--- src/rtl/btn_pkg.sv ---
// -----------------------------------------------------------------------------
// btn_pkg -- shared definitions for the button event classifier.
//
// Contents:
//   NUM_BTN          number of independent button channels
//   LONG_TICKS_DEF   default ticks for a long press (1 s at a 1 ms tick)
//   DBL_TICKS_DEF    default double-click window in ticks
//   ST_*             3-bit state encodings for the per-channel FSM
//   btn_state_e      enum built on those encodings
//   cnt_width()      tick counter width that holds max(a, b) without wrapping
// -----------------------------------------------------------------------------
package btn_pkg;

  localparam int NUM_BTN        = 2;
  localparam int LONG_TICKS_DEF = 1000;
  localparam int DBL_TICKS_DEF  = 300;

  // Fixed encodings so the state is recognisable on a debug bus or in a dump.
  localparam logic [2:0] ST_IDLE   = 3'd0;
  localparam logic [2:0] ST_PRESS1 = 3'd1;
  localparam logic [2:0] ST_WAIT2  = 3'd2;
  localparam logic [2:0] ST_PRESS2 = 3'd3;
  localparam logic [2:0] ST_HELD   = 3'd4;

  typedef enum logic [2:0] {
    S_IDLE   = ST_IDLE,
    S_PRESS1 = ST_PRESS1,
    S_WAIT2  = ST_WAIT2,
    S_PRESS2 = ST_PRESS2,
    S_HELD   = ST_HELD
  } btn_state_e;

  // Width needed to represent the larger of two tick thresholds.
  function automatic int cnt_width(input int a, input int b);
    int m;
    m = (a > b) ? a : b;
    return (m < 1) ? 1 : $clog2(m + 1);
  endfunction

endpackage

--- src/rtl/btn_event_ch.sv ---
// -----------------------------------------------------------------------------
// btn_event_ch -- one button channel: edge detect, tick counter, classifier
// FSM and registered event pulses.
//
// Optional feature: BTN_EVENT_DBLCLK_EN. When defined, a release from PRESS1
// opens a double-click window (WAIT2 / PRESS2). When undefined those states
// are not built, a release from PRESS1 emits shortPress at once, and dblClick
// is tied to 0.
//
// Ports:
//   clk        system clock, rising edge
//   rst        asynchronous reset, active low
//   tick       one-clk timebase strobe
//   btnDb      debounced button level, 1 = pressed
//   shortPress one-clk pulse on a completed short press
//   longPress  one-clk pulse when the hold reaches LONG_TICKS
//   dblClick   one-clk pulse on a completed double click
//   held       level, 1 while the FSM is in HELD
// -----------------------------------------------------------------------------
module btn_event_ch
  import btn_pkg::*;
#(
  parameter int LONG_TICKS = LONG_TICKS_DEF,
  parameter int DBL_TICKS  = DBL_TICKS_DEF
) (
  input  logic clk,
  input  logic rst,
  input  logic tick,
  input  logic btnDb,
  output logic shortPress,
  output logic longPress,
  output logic dblClick,
  output logic held
);

  localparam int CW = cnt_width(LONG_TICKS, DBL_TICKS);

  btn_state_e    state;
  btn_state_e    state_nxt;
  logic [CW-1:0] cnt;
  logic          btnPrev;
  logic          press_edge;
  logic          rel_edge;
  logic          long_hit;
  logic          short_nxt;
  logic          long_nxt;

  assign press_edge = btnDb & ~btnPrev;
  assign rel_edge   = ~btnDb & btnPrev;

  // Threshold compares qualify on tick: the counter value seen here is the
  // number of ticks already counted, so the Nth tick is the one with cnt=N-1.
  assign long_hit = tick && (cnt == CW'(LONG_TICKS - 1));

`ifdef BTN_EVENT_DBLCLK_EN
  logic dbl_hit;
  logic dbl_nxt;
  assign dbl_hit = tick && (cnt == CW'(DBL_TICKS - 1));
`endif

  // ---------------------------------------------------------------------------
  // Next-state and pulse decode. Edges are tested before tick thresholds so a
  // release or press in the same cycle as a threshold tick always wins.
  // ---------------------------------------------------------------------------
  always_comb begin
    // NOTE: every output of this block gets a default first, so no path
    // through the case can leave a value unassigned and infer a latch.
    state_nxt = state;
    short_nxt = 1'b0;
    long_nxt  = 1'b0;
`ifdef BTN_EVENT_DBLCLK_EN
    dbl_nxt   = 1'b0;
`endif

    unique case (state)
      S_IDLE: begin
        if (press_edge) state_nxt = S_PRESS1;
      end

      S_PRESS1: begin
        if (rel_edge) begin
`ifdef BTN_EVENT_DBLCLK_EN
          state_nxt = S_WAIT2;
`else
          short_nxt = 1'b1;
          state_nxt = S_IDLE;
`endif
        end else if (long_hit) begin
          long_nxt  = 1'b1;
          state_nxt = S_HELD;
        end
      end

`ifdef BTN_EVENT_DBLCLK_EN
      S_WAIT2: begin
        if (press_edge) begin
          state_nxt = S_PRESS2;
        end else if (dbl_hit) begin
          short_nxt = 1'b1;
          state_nxt = S_IDLE;
        end
      end

      // Second press of a double click: its length does not matter.
      S_PRESS2: begin
        if (rel_edge) begin
          dbl_nxt   = 1'b1;
          state_nxt = S_IDLE;
        end
      end
`endif

      S_HELD: begin
        if (rel_edge) state_nxt = S_IDLE;
      end

      default: state_nxt = S_IDLE;
    endcase
  end

  // ---------------------------------------------------------------------------
  // State, edge-detect history, tick counter and pulse registers.
  // ---------------------------------------------------------------------------
  always_ff @(posedge clk or negedge rst) begin
    // NOTE: sequential state uses non-blocking assignments so every register
    // samples the pre-edge values, independent of statement order.
    if (!rst) begin
      state      <= S_IDLE;
      btnPrev    <= 1'b0;
      cnt        <= '0;
      shortPress <= 1'b0;
      longPress  <= 1'b0;
    end else begin
      state      <= state_nxt;
      btnPrev    <= btnDb;
      shortPress <= short_nxt;
      longPress  <= long_nxt;
      // Cleared on each state change; otherwise counts ticks and saturates.
      if (state_nxt != state) begin
        cnt <= '0;
      end else if (tick && (cnt != '1)) begin
        cnt <= cnt + 1'b1;
      end
    end
  end

`ifdef BTN_EVENT_DBLCLK_EN
  always_ff @(posedge clk or negedge rst) begin
    if (!rst) dblClick <= 1'b0;
    else      dblClick <= dbl_nxt;
  end
`else
  assign dblClick = 1'b0;
`endif

  // Decoded straight from the state register, so it is glitch-free and
  // drops with reset without needing a register of its own.
  assign held = (state == S_HELD);

endmodule

--- src/rtl/btn_event.sv ---
// -----------------------------------------------------------------------------
// btn_event -- classifies each debounced button into short press, long press
// and (optionally) double click events. Channels are fully independent.
//
// Optional feature: BTN_EVENT_DBLCLK_EN enables double-click detection; with
// it undefined, dblClick is constant 0 and short presses are reported on
// release.
//
// Parameters:
//   LONG_TICKS  ticks a press must last to be a long press
//   DBL_TICKS   max ticks from first release to second press for a double click
//
// Ports:
//   clk        system clock, rising edge
//   rst        asynchronous reset, active low
//   tick       one-clk timebase strobe (shared with the debouncer)
//   btnDb      debounced button levels, 1 = pressed
//   shortPress per-button one-clk pulse, completed short press
//   longPress  per-button one-clk pulse, hold reached LONG_TICKS
//   dblClick   per-button one-clk pulse, completed double click
//   held       per-button level, 1 while the long press is being held
// -----------------------------------------------------------------------------
module btn_event
  import btn_pkg::*;
#(
  parameter int LONG_TICKS = LONG_TICKS_DEF,
  parameter int DBL_TICKS  = DBL_TICKS_DEF
) (
  input  logic               clk,
  input  logic               rst,
  input  logic               tick,
  input  logic [NUM_BTN-1:0] btnDb,
  output logic [NUM_BTN-1:0] shortPress,
  output logic [NUM_BTN-1:0] longPress,
  output logic [NUM_BTN-1:0] dblClick,
  output logic [NUM_BTN-1:0] held
);

  for (genvar i = 0; i < NUM_BTN; i++) begin : g_ch
    btn_event_ch #(
      .LONG_TICKS (LONG_TICKS),
      .DBL_TICKS  (DBL_TICKS)
    ) u_ch (
      .clk        (clk),
      .rst        (rst),
      .tick       (tick),
      .btnDb      (btnDb[i]),
      .shortPress (shortPress[i]),
      .longPress  (longPress[i]),
      .dblClick   (dblClick[i]),
      .held       (held[i])
    );
  end

endmodule

--- config.mk ---
export PLATFORM = sky130hd
export DESIGN_NAME = btn_event
export DESIGN_NICKNAME = d
export VERILOG_FILES = /design/src/rtl/btn_pkg.sv /design/src/rtl/btn_event_ch.sv /design/src/rtl/btn_event.sv
export SDC_FILE = /design/constraint.sdc
export NUM_CORES = 1
export LEC_CHECK = 0
export BUFFER_PORTS_ARGS = -buffer_cell sky130_fd_sc_hd__clkbuf_2
export CORE_ASPECT_RATIO = 1.1
export CORE_UTILIZATION = 60
export CTS_CLUSTER_SIZE = 30
export DETAILED_ROUTE_END_ITERATION = 8
export GPL_TIMING_DRIVEN = 0
export PLACE_DENSITY = 0.88
export SLEW_MARGIN = 5
export SYNTH_ARGS = -nofsm -noshare
export SYNTH_HDL_FRONTEND = slang
export SYNTH_SLANG_ARGS = --single-unit
--- constraint.sdc ---
create_clock -name clk -period 4.7 [get_ports clk]
set_input_delay 0.705 -clock clk [delete_from_list [all_inputs] [get_ports clk]]
set_output_delay 0.705 -clock clk [all_outputs]
set_load 0.02 [all_outputs]
=== After elaboration in Yosys (flattened, before gate mapping) ===
Index checks and enable logic that the tools add are counted.

* Output and inout port bits: 8
* Register bits: 32
* Input bits: 5
* Word-level logic and storage cells: 62

* Bitwise logic cells: 8
* Eq/ne operators: 10
* Reduce and logical (&&, ||, !) cells: 8
* $add $sub $neg: 2
* Mux-type cells: 24

{| class="wikitable"
|+ Operator list
! operator !! number
|-
| two-way mux 10 bit || 4
|-
| two-way mux 3 bit || 8
|-
| adder 10 x 1 -> 10 bit, second input constant || 2
|-
| equality test 10 bit, second input constant || 2
|-
| != test 10 bit, second input constant || 2
|-
| one-hot mux 3 bit (3 select lines) || 2
|-
| two-way mux 1 bit || 10
|-
| equality test 3 x 1 -> 1 bit, second input constant || 2
|-
| equality test 3 bit, second input constant || 2
|-
| zero test 3 bit || 2
|-
| != test 3 bit || 2
|-
| AND 1 bit || 4
|-
| logical AND 1 bit || 4
|-
| NOT 1 bit || 4
|-
| nonzero test 2 bit || 2
|}

=== Logic depth before layout (Yosys ltp) ===
Gate-level depths: netlist (run 1).

* Depth after elaboration: 7
* Mapped depth: 6
* Mapped depth without buffers: 5

=== By module ===
Synthesis (run 1) repeated with hierarchy kept, for this count alone.

* Cells, all modules: 178
* Area, all modules: 1934.4 µm²

{| class="wikitable"
|+ By module, submodules not included
! module !! sequential area each (µm²) !! instances !! cells each !! area each (µm²)
|-
| btn_event_ch || 400.4 || 2 || 89 || 967.2
|}

=== Worst setup path after synthesis (run 1) ===
Ideal clock, no wire load.

* Kind: input to register
* Start: input tick
* End: register g_ch[1].u_ch.state[2]
* Data arrival time: 1.680 ns
* Setup time: 0.094 ns
* Data required time: 4.606 ns
* Setup slack: 2.926 ns
* Stages: 5
* Path buffers: 1
* Cells stage by stage: buf_4 -> and4bb_2 -> nand3_2 -> or3b_1 -> a211oi_1

* Cells in the longest elaborated chain, start to end: 4

{| class="wikitable"
|+ RTL lines
! item !! line !! RTL
|-
| from (decl) || btn_event.sv:31 || <nowiki>input logic tick,</nowiki>
|-
| logical AND 1 bit || btn_event_ch.sv:53 || <nowiki>assign long_hit = tick && (cnt == CW'(LONG_TICKS - 1));</nowiki>
|-
| two-way mux 3 bit || btn_event_ch.sv:88 || <nowiki>end else if (long_hit) begin</nowiki>
|-
| two-way mux 3 bit || btn_event_ch.sv:81 || <nowiki>if (rel_edge) begin</nowiki>
|-
| one-hot mux 3 bit (3 select lines) || btn_event_ch.sv:75 || <nowiki>unique case (state)</nowiki>
|-
| net g_ch[1].u_ch.state_nxt[2] || btn_event_ch.sv:39 || <nowiki>btn_state_e state_nxt;</nowiki>
|-
| to (signal assigned) || btn_event_ch.sv:134 || <nowiki>state <= state_nxt;</nowiki>
|-
| to (decl) || btn_event_ch.sv:38 || <nowiki>btn_state_e state;</nowiki>
|}

The timed path passes the listed nets, and every way through them passes these cells.
A chain may end at the register's enable or synchronous reset.

=== Worst setup path after layout (run 1) ===
* Start: register g_ch[1].u_ch.state[0]
* End: output held[1]

* Cells in the longest elaborated chain, start to end: 1

{| class="wikitable"
|+ RTL lines
! item !! line !! RTL
|-
| equality test 3 bit || btn_event_ch.sv:158 || <nowiki>assign held = (state == S_HELD);</nowiki>
|-
| to (decl) || btn_event.sv:36 || <nowiki>output logic [NUM_BTN-1:0] held</nowiki>
|}

Every way passes these cells.

==> results of run 1 <==
-- per-stage QoR --
step                      worst slack [ns]  util, %  hold WS (ns)  instances
after floorplan                       2.93        -         0.409        172
after global placement                2.70     66.9         0.495        215
after detailed placement              2.62     66.9         0.515        215
after CTS                             2.63     69.0         0.463        223
after global routing                  2.53     69.0         0.489        223
final                                 2.65     69.0         0.429        223
-- path summary, 6_finish.rpt --
check	from	endpoint	slack, ns
max	g_ch[1].u_ch.state[0]	held[1]	2.65
min	rst	g_ch[1].u_ch.state[2]	0.43
max reg2reg	g_ch[1].u_ch.cnt[0]	g_ch[1].u_ch.cnt[8]	2.86
min reg2reg	g_ch[0].u_ch.state[1]	g_ch[0].u_ch.state[2]	0.53
max in group asynchronous	rst	g_ch[1].u_ch.cnt[0]	3.78
min in group clk	g_ch[0].u_ch.state[1]	g_ch[0].u_ch.state[2]	0.53
-- state kept, by name (all words and copies together), names as in the netlist --
signal	flops
g_ch.u_ch.cnt	20
g_ch.u_ch.state	6
g_ch.u_ch.btnPrev	2
g_ch.u_ch.longPress	2
g_ch.u_ch.shortPress	2
-- where the power goes --
group	internal [uW]	switching (uW)	leakage, uW
logic	13.3	24.4	0.000365
registers	281	6.09	0.000435
clock network	73.8	93.2	0.0000326
-- synth_stat cells (all sizes together) --
library cell,number
o2111ai,4
nor4b,1
nand2,6
conb,1
mux2i,3
and2b,1
o311ai,2
a31oi,4
o311a,1
nor2,20
nor2b,1
a211oi,7
inv,6
buf,11
and3,5
nand2b,3
xnor2,2
o21ai,4
o211ai,2
a41o,1
nand3,5
clkbuf,1
and3b,1
or2b,1
and4bb,1
or3b,3
a311oi,1
a21oi,6
nor3,8
ha,2
a2111oi,2
nor4,1
o31ai,1
and4,5
dfrtp,32
xor2,6
nor3b,4
nand4,4
-- logic make-up (layout without fill, tap and decap cells) --
logic type / count (synthesis) / after routing / synth area share [%]
XOR/XNOR: 8 / 8 / 4.03
buffers and inverters: 18 / 36 / 6.11
adder cells (fa/ha/maj): 2 / 2 / 1.44
multiplexers: 3 / 3 / 1.73
other: 1 / 4 / 0.216
flip-flops: 32 / 32 / 46.0
AO/OA/AOI/OAI: 35 / 35 / 15.9
AND/OR/NAND/NOR: 70 / 70 / 24.5
-- layer usage --
| metal | GRT usage, % | vias up | wire length (microns) |
|---|---|---|---|
| met2 | 41.8 | 41 | 1780 |
| met1 | 32.2 | 654 | 1510 |
| li1 | - | 659 | - |
| met4 | 11.3 | 0 | 43 |
| met5 | 0 | - | 0 |
| met3 | 5.43 | 5 | 135 |
-- area by class of cell --
class                   count  area, sq um  area share, %
well taps                  33         41.3           2.17
plain buffers              12         83.8           4.41
clock buffers               8         58.8           3.09
inverters                   6         22.5           1.18
flip-flops and latches     32          801           42.1
repair buffers             10         50.0           2.63
multi-input cells         122          843           44.4
==> flow_metrics.tcl, run 1 <==
set metrics [dict create \
    cts_setup_buffers 0 \
    crit_buf_inv 3 \
    gr-usage-all-layers_pct 25.6 \
    globalplace.congestion 0.829 \
    slew_viol_final 0 \
    cts_buffers 5 \
    crit_required_ns 3.99 \
    setup_tns_ns 0 \
    avgSynthCellArea_sq_um 10.3 \
    finalSetupViolCount 0 \
    dpl_cell_area_sq_mm 0.00184 \
    drive_gt1_share_pct 22.1 \
    grt_setup_unrepaired "no" \
    grt_pass1_wl_microns 5800 \
    ir_drop_mv 0.166 \
    htree_levels 2 \
    vias 1359 \
    synth-seq-cells 32 \
    p_leak_uw 0.000832 \
    areaGrowthSynthToFinish_pct 9.28 \
    period_needed_ns 2.05 \
    yosys_warnings 0 \
    core_area_sq_mm 0.00275 \
    yosysTopAreaCellShare_pct 46.0 \
    rows 20 \
    finalCritPeriodShare_pct 43.7 \
    nets 196 \
    worstSetupPathType "register to output pin" \
    timing.fmax_ghz 0.487 \
    outcome "completed" \
    drtIter0Drc 59 \
    clock_skew_ns 0.00503 \
    grt_pass1_vias 1339 \
    die_y_microns 58.5 \
    crit_cells 4 \
    crit_chain "buf_2 > nor3b_1 > buf_4 > clkbuf_2" \
    cp.arrival_ns 1.35 \
    cts_resized 0 \
    layout_common_cells "32 x dfrtp_1, 20 x nor2_1, 10 x buf_4, 10 x clkbuf_2, 7 x nor3_1" \
    path_clk_slew_ns 0.10 \
    fp.dieArea_sq_mm 0.00312 \
    cts_tree "built" \
    dp_hpwl_microns 2360 \
    fp.dieW_microns 53.3 \
    worstMarginPinSlew_ns 0.777 \
    endpoint_kind "output pin" \
    worst_path_dominant_cell_family "buffers and inverters" \
    first_pass_iters 4 \
    start_util_pct 63.2 \
    fillers 213 \
    ctsHoldBuffers 0 \
    ioPinCount 13 \
    synth_cell_type_count 50 \
    path_max_fanout 9 \
    yosysSeqAreaShare_pct 46.0 \
    fin_total_pwr_uw 492 \
    routed_wl_microns 3470 \
    min_path_type "input port to asynchronous set/reset pin" \
    cap_violations 0 \
    port_buffers 10 \
    diodes 0 \
    antenna_left 0 \
    finalInstanceArea_sq_mm 0.00190 \
    synth_area_leaders "dfrtp_1 46%, buf_4 4.3%, nor2_1 4.3%, xor2_1 3.0%, a211oi_1 2.6%" \
    drc 0 \
    clkSinkCount 32 \
    clock_latency_ns 0.33 \
    clock-root-buffer "clkbuf_4" \
    grt_max_degree 33 \
    synth_top_area_cell "dfrtp_1" \
    clock_path_buffers 2 \
    cp-start-kind "register" \
    r2r_cells 5 \
    cp_slowest_cell "dfrtp_1" \
    synth_area_sq_mm 0.00174 \
    routedWlPerCell_microns 15.6 \
    grt_overflow_total 0 \
    synth_cells 169 \
    vias_per_cell 6.09 \
    antenna_found_initial 0 \
    final_common_cell "dfrtp_1" \
    slowest_delay_ns 0.37 \
    slew_headroom_pct 48.2 \
    hold_viol_final 0 \
    power_density_mw_per_mm2 259 \
]
(Power assumes the default switching activity.)
==> run 2: changes to the inputs <==
- ABC_AREA: default -> 1
- CORE_UTILIZATION: 60 -> 54
- PLACE_DENSITY: 0.88 -> 0.83
- clock period: 4.7 -> 1.7 ns (I/O delays scaled with it)
==> run 2 against run 1 <==
Design area increased by 12%. Setup slack got worse by 2.5 ns. The run now ends with negative hold slack left. Global-route usage decreased by 4.9 points. Cell count increased by 45%. Synthesized cell count increased by 52%. Highest routed layer unchanged. Non-clock buffer count decreased by 4. Clock skew about the same. Largest cell class unchanged.
==> flow_metrics.tcl, run 2 <==
set metrics [dict create \
    cts_resized 0 \
    synth_area_sq_mm 0.00194 \
    clock_skew_ns 0.00505 \
    hold_viol_final 27 \
    power_density_mw_per_mm2 658 \
    multi_input_area_sq_um 916 \
    synth-compound-area-share_pct 5.10 \
    synth_top_family_by_area "simple AND/OR/NAND/NOR gates" \
    finalSetupViolCount 0 \
    period_needed_ns 1.57 \
    ioPinCount 13 \
    synth_enable_flop_cells 0 \
    synth_area_leaders "dfrtp_1 41%, nand2_1 12%, nor2_1 8.5%, inv_1 5.8%, nand4_1 3.6%" \
    slew_headroom_pct 48.2 \
    dp.cells 317 \
    synth_ff_type "dfrtp_1" \
    cap_violations 0 \
    clock-root-buffer "clkbuf_4" \
    drive_gt1_share_pct 24.6 \
    layout_common_cells "61 x nand2_1, 41 x nor2_1, 32 x dfrtp_1" \
    setup_tns_ns 0 \
    timing.fmax_ghz 0.637 \
    antenna_found_initial 0 \
    grt_overflow_total 0 \
    port_buffers 9 \
    clock_path_buffers 2 \
    synth-adder-area-share_pct 1.29 \
    vias 1579 \
    p_leak_uw 0.00111 \
    largest_register "g_ch.u_ch.cnt" \
    fp.dieArea_sq_mm 0.00383 \
    synth-seq-cells 32 \
    start_util_pct 57.2 \
    yosysMostFrequentCell "nand2_1" \
    final_common_cell "nand2_1" \
    synth_cells 257 \
    ctsHoldBuffers 0 \
    synth_top_area_cell "dfrtp_1" \
    async_flop_share_pct 100 \
    min_path_type "input port to asynchronous set/reset pin" \
    worstReg2RegEnd "g_ch[1].u_ch.cnt[6]" \
    reg.largest.list "g_ch.u_ch.cnt (20), g_ch.u_ch.state (6)" \
    cp-start-kind "register" \
    die_y_microns 64.8 \
    cp.arrival_ns 1.31 \
    grt_pass1_vias 1483 \
    r2r_slack_ns 0.15 \
    synth_simple_gate_area_share_pct 38.7 \
    drc 0 \
    grt_setup_unrepaired "no" \
    endpoint_kind "output pin" \
    globalplace.congestion 0.919 \
    nets 283 \
    clock_latency_ns 0.33 \
    routed_wl_microns 3380 \
    cts_setup_buffers 0 \
    gr-usage-all-layers_pct 20.6 \
    areaGrowthSynthToFinish_pct 9.88 \
    vias_per_cell 4.87 \
    worstMarginPinSlew_ns 0.777 \
    r2r-start "g_ch[1].u_ch.cnt[1]" \
    cts_tree "built" \
    violations "negative hold slack" \
    fillers 319 \
    routedWlPerCell_microns 10.4 \
    final_cells 324 \
    grt_max_degree 33 \
    ir_drop_mv 0.377 \
    grt_pass1_wl_microns 5890 \
    drtIter0Drc 56 \
    yosys_warnings 0 \
    clkSinkCount 32 \
    outcome "finished with violations" \
    finalCritPeriodShare_pct 92.3 \
    avgSynthCellArea_sq_um 7.54 \
    core_area_sq_mm 0.00339 \
    fp.dieW_microns 59.1 \
    whs_ns -0.0131 \
    r2r_cells 10 \
    yosysTopAreaCellShare_pct 41.3 \
    first_pass_iters 4 \
    diodes 0 \
    slew_viol_final 0 \
    antenna_left 0 \
    largest_reg_flops 20 \
    htree_levels 2 \
    rows 22 \
    worstSetupPathType "register to output pin" \
    yosysSeqAreaShare_pct 41.3 \
    synthXorXnorAreaFrac_pct 0.904 \
    seqCellArea_sq_um 801 \
    path_max_fanout 4 \
    path_clk_slew_ns 0.09 \
    crit_required_ns 1.44 \
    synth_cell_type_count 33 \
    dp_hpwl_microns 2510 \
    synth_common_cells "61 x nand2_1, 44 x nor2_1, 32 x dfrtp_1, 30 x inv_1, 12 x nand3_1" \
    cts_buffers 5 \
    synth.area.mux_share_pct 0 \
]
[run 2: changes by cell type after synthesis, sizes merged, moves of 5 or more]
cell	delta
and3	-5
nand4	+9
and4	-5
a211oi	-7
nand3	+10
nand2	+64
nor3	-5
nor2	+31
inv	+37
[run 2: metal layers]
| layer | share of wire (%) | track usage [%] | vias to the layer above | routed length (microns) |
|---|---|---|---|---|
| li1 | - | - | 826 | - |
| met1 | 44 | 23.5 | 723 | 1470 |
| met2 | 51 | 36.1 | 23 | 1720 |
| met3 | 3.2 | 5.39 | 7 | 109 |
| met4 | 2.2 | 8.33 | 0 | 74 |
| met5 | 0 | 0 | - | 0 |
[run 2: area by class of cell]
| cell class | instances | share of cell area [%] |
|---|---|---|
| timing repair buffer | 9 | 2.12 |
| sequential | 32 | 37.6 |
| inverter | 44 | 8.00 |
| clock buffer | 7 | 3.06 |
| tap | 48 | 2.82 |
| buffer | 9 | 3.35 |
| multi-input combinational | 175 | 43.0 |
[run 2: logic make-up (layout without fill, tap and decap cells)]
logic type | Yosys count | after routing
buffers and inverters | 53 | 69
adder cells (fa/ha/maj) | 2 | 2
XOR/XNOR | 2 | 2
AO/OA/AOI/OAI | 15 | 15
flip-flops | 32 | 32
AND/OR/NAND/NOR | 152 | 152
other | 1 | 4
[run 2: power breakdown]
group          switching [uW]  leakage [uW]  total [uW]  internal (uW)
combinational            92.4      0.000643         131           38.6
clock                     244     0.0000374         478            234
sequential               14.0      0.000434         791            777
total                     350       0.00111        1400           1050
[run 2: critical path, stage by stage, from the launching register on]
cell	delay [ns]
dfrtp_1	0.43
nor2_2	0.14
inv_1	0.06
nor2_2	0.10
buf_4	0.11
clkbuf_2	0.15
[run 2: worst max-delay path by stage]
stage	from	end	slack [ns]	cells past startpoint
5_1_grt	g_ch[0].u_ch.cnt[0]	g_ch[0].u_ch.cnt[4]	0.001	10
6_report	g_ch[1].u_ch.state[0]	held[1]	0.13	5
4_1_cts	g_ch[1].u_ch.state[0]	held[1]	0.08	5
3_5_place_dp	g_ch[1].u_ch.cnt[0]	g_ch[1].u_ch.cnt[6]	0.15	10
3_3_place_gp	g_ch[1].u_ch.cnt[0]	g_ch[1].u_ch.cnt[6]	0.19	10
2_1_floorplan	g_ch[1].u_ch.cnt[0]	g_ch[1].u_ch.cnt[3]	0.32	9
[run 2: metrics by stage]
| stage | power [uW] | setup slack (ns) | utilization (%) | cell area, sq um |
|---|---|---|---|---|
| floorplan | 896 | 0.321 | - | 1950 |
| global placement | 933 | 0.190 | 60.6 | 2050 |
| detailed placement | 938 | 0.153 | 60.6 | 2050 |
| CTS | 1420 | 0.0778 | 62.6 | 2120 |
| global route | 1470 | 0.00104 | 62.9 | 2130 |
| finish | 1400 | 0.131 | 62.9 | 2130 |
==> run 3: changes to the inputs <==
- REMOVE_ABC_BUFFERS: default -> 1
==> run 3 against run 2 <==
The run now ends clean. Clock skew hardly changed. Critical path depth is 5 higher. Setup slack better by 0.017 ns. Wire length is 5.9% lower. Via count is 2.5% lower. Cell count is 1.9% lower. Global-route usage is 0.65 points lower. Critical path type is now register to register.
==> flow_metrics.tcl, run 3 (same netlist as run 2, synthesis figures left out) <==
set metrics [dict create \
    slew_headroom_pct 48.5 \
    dp_hpwl_microns 2400 \
    clock_skew_ns 0.00471 \
    clockPowerShare_pct 32.9 \
    htree_levels 2 \
    path_clk_slew_ns 0.09 \
    grt_overflow_total 0 \
    power_density_mw_per_mm2 662 \
    hold_viol_final 0 \
    r2r-start "g_ch[1].u_ch.cnt[0]" \
    outcome "completed" \
    r2r_slack_ns 0.15 \
    vias 1540 \
    crit_cells 10 \
    worst_path_dominant_cell_family "simple AND/OR/NAND/NOR gates" \
    nets 276 \
    min_path_type "input port to register" \
    drive_gt1_share_pct 21.1 \
    worstMarginPinSlew_ns 0.773 \
    power.switching_uw 355 \
    p_seq_share_pct 58.0 \
    fin_total_pwr_uw 1360 \
    drc 0 \
    grt_pass1_vias 1423 \
    crit_buf_inv 1 \
    cp_common_cell "nand2_2" \
    diodes 0 \
    reg.largest.list "g_ch.u_ch.cnt (20), g_ch.u_ch.state (6)" \
    cts_resized 0 \
    crit_required_ns 1.91 \
    wl_met3_microns 100 \
    die_y_microns 64.8 \
    fin_util_pct 60.8 \
    rows 22 \
    antenna_left 0 \
    antenna_found_initial 0 \
    finalSetupViolCount 0 \
    setup_tns_ns 0 \
    cp.arrival_ns 1.77 \
    grt_pass1_wl_microns 5760 \
    largest_register "g_ch.u_ch.cnt" \
    ir_drop_mv 0.555 \
    timing.fmax_ghz 0.644 \
    clock-root-buffer "clkbuf_4" \
    path_max_fanout 7 \
    start_util_pct 57.2 \
    finalCritPeriodShare_pct 91.3 \
    pwr-share-comb_pct 9.2 \
    final_common_cell "nand2_1" \
    grt_setup_unrepaired "no" \
    endpoint_kind "register" \
    holdPathStages 1 \
    ioPinCount 13 \
    slew_viol_final 0 \
    hp-start "btnDb[1]" \
    worstSetupPathType "register to register" \
    cts_buffers 5 \
    largest_reg_flops 20 \
    slowest_delay_ns 0.39 \
    cp-start-kind "register" \
    fillers 297 \
    areaGrowthSynthToFinish_pct 6.27 \
    layout_common_cells "61 x nand2_1, 44 x nor2_1, 32 x dfrtp_1" \
    core_area_sq_mm 0.00339 \
    cap_violations 0 \
    fp.dieW_microns 59.1 \
    r2r_cells 10 \
    globalplace.congestion 0.873 \
    top_layer "met4" \
    first_pass_iters 4 \
    netSwitchingFraction_pct 26.1 \
    routed_wl_microns 3180 \
    clock_latency_ns 0.32 \
    fp.dieArea_sq_mm 0.00383 \
    clock_path_buffers 2 \
    routedWlPerCell_microns 10.0 \
    min_to "g_ch[1].u_ch.btnPrev" \
    route.met2.wl_microns 1560 \
    cp_slowest_cell "dfrtp_1" \
    cts_setup_buffers 0 \
    grt_max_degree 33 \
    worstReg2RegEnd "g_ch[1].u_ch.cnt[6]" \
    clkSinkCount 32 \
    vias_per_cell 4.84 \
    ctsHoldBuffers 1 \
    drtIter0Drc 97 \
    gr-usage-all-layers_pct 20.0 \
    p_leak_uw 0.00108 \
    met1Wirelength_microns 1470 \
    power.internal_uw 1010 \
    crit_chain "ha_1 > nand2_2 > nor2_4 > nand3_4 > nand2_4 > inv_4 > nand2_2 > o21bai_1 > nand2_1 > nor2_1" \
    period_needed_ns 1.55 \
    cts_tree "built" \
    port_buffers 10 \
]
[run 3: layer usage]
metal / vias to the layer above / GRT usage [%]
li1: 815 / -
met1: 691 / 23.8
met2: 27 / 32.8
met3: 7 / 5.59
met4: 0 / 9.52
met5: - / 0
[run 3: final cells by class]
| cell class | instances | area [sq um] | share of cell area, % |
|---|---|---|---|
| inverter | 44 | 170 | 8.27 |
| sequential | 32 | 801 | 38.9 |
| multi-input combinational | 175 | 906 | 44.0 |
| clock buffer | 6 | 51.3 | 2.49 |
| timing repair buffer | 11 | 60.1 | 2.92 |
| clock inverter | 2 | 10.0 | 0.486 |
| tap | 48 | 60.1 | 2.92 |
[run 3: through the flow]
stage / cell area, sq um / cells / worst slack, ns / hold WS [ns]
floorplan: 1880 / 251 / 0.321 / -0.0406
global placement: 1990 / 309 / 0.182 / 0.374
detailed placement: 1990 / 309 / 0.174 / 0.373
CTS: 2060 / 318 / 0.152 / 0.0385
global route: 2060 / 318 / 0.0218 / 0.0336
finish: 2060 / 318 / 0.148 / 0.0604
[run 3: worst max-delay path by stage]
stage / from / to / slack, ns
after global routing: g_ch[0].u_ch.cnt[0] / g_ch[0].u_ch.cnt[4] / 0.02
after global placement: g_ch[1].u_ch.cnt[0] / g_ch[1].u_ch.cnt[6] / 0.18
after detailed placement: g_ch[1].u_ch.cnt[0] / g_ch[1].u_ch.cnt[3] / 0.17
after floorplan: g_ch[1].u_ch.cnt[0] / g_ch[1].u_ch.cnt[3] / 0.32
final: g_ch[1].u_ch.cnt[0] / g_ch[1].u_ch.cnt[6] / 0.15
after CTS: g_ch[1].u_ch.cnt[0] / g_ch[1].u_ch.cnt[6] / 0.15
[run 3: power groups by stage]
stage	clock network [uW]	logic [uW]	registers [uW]
3_3_place_gp	0	124	804
5_1_grt	510	144	792
4_1_cts	472	127	789
3_5_place_dp	0	125	804
6_report	448	125	789
2_1_floorplan	0	82.2	803
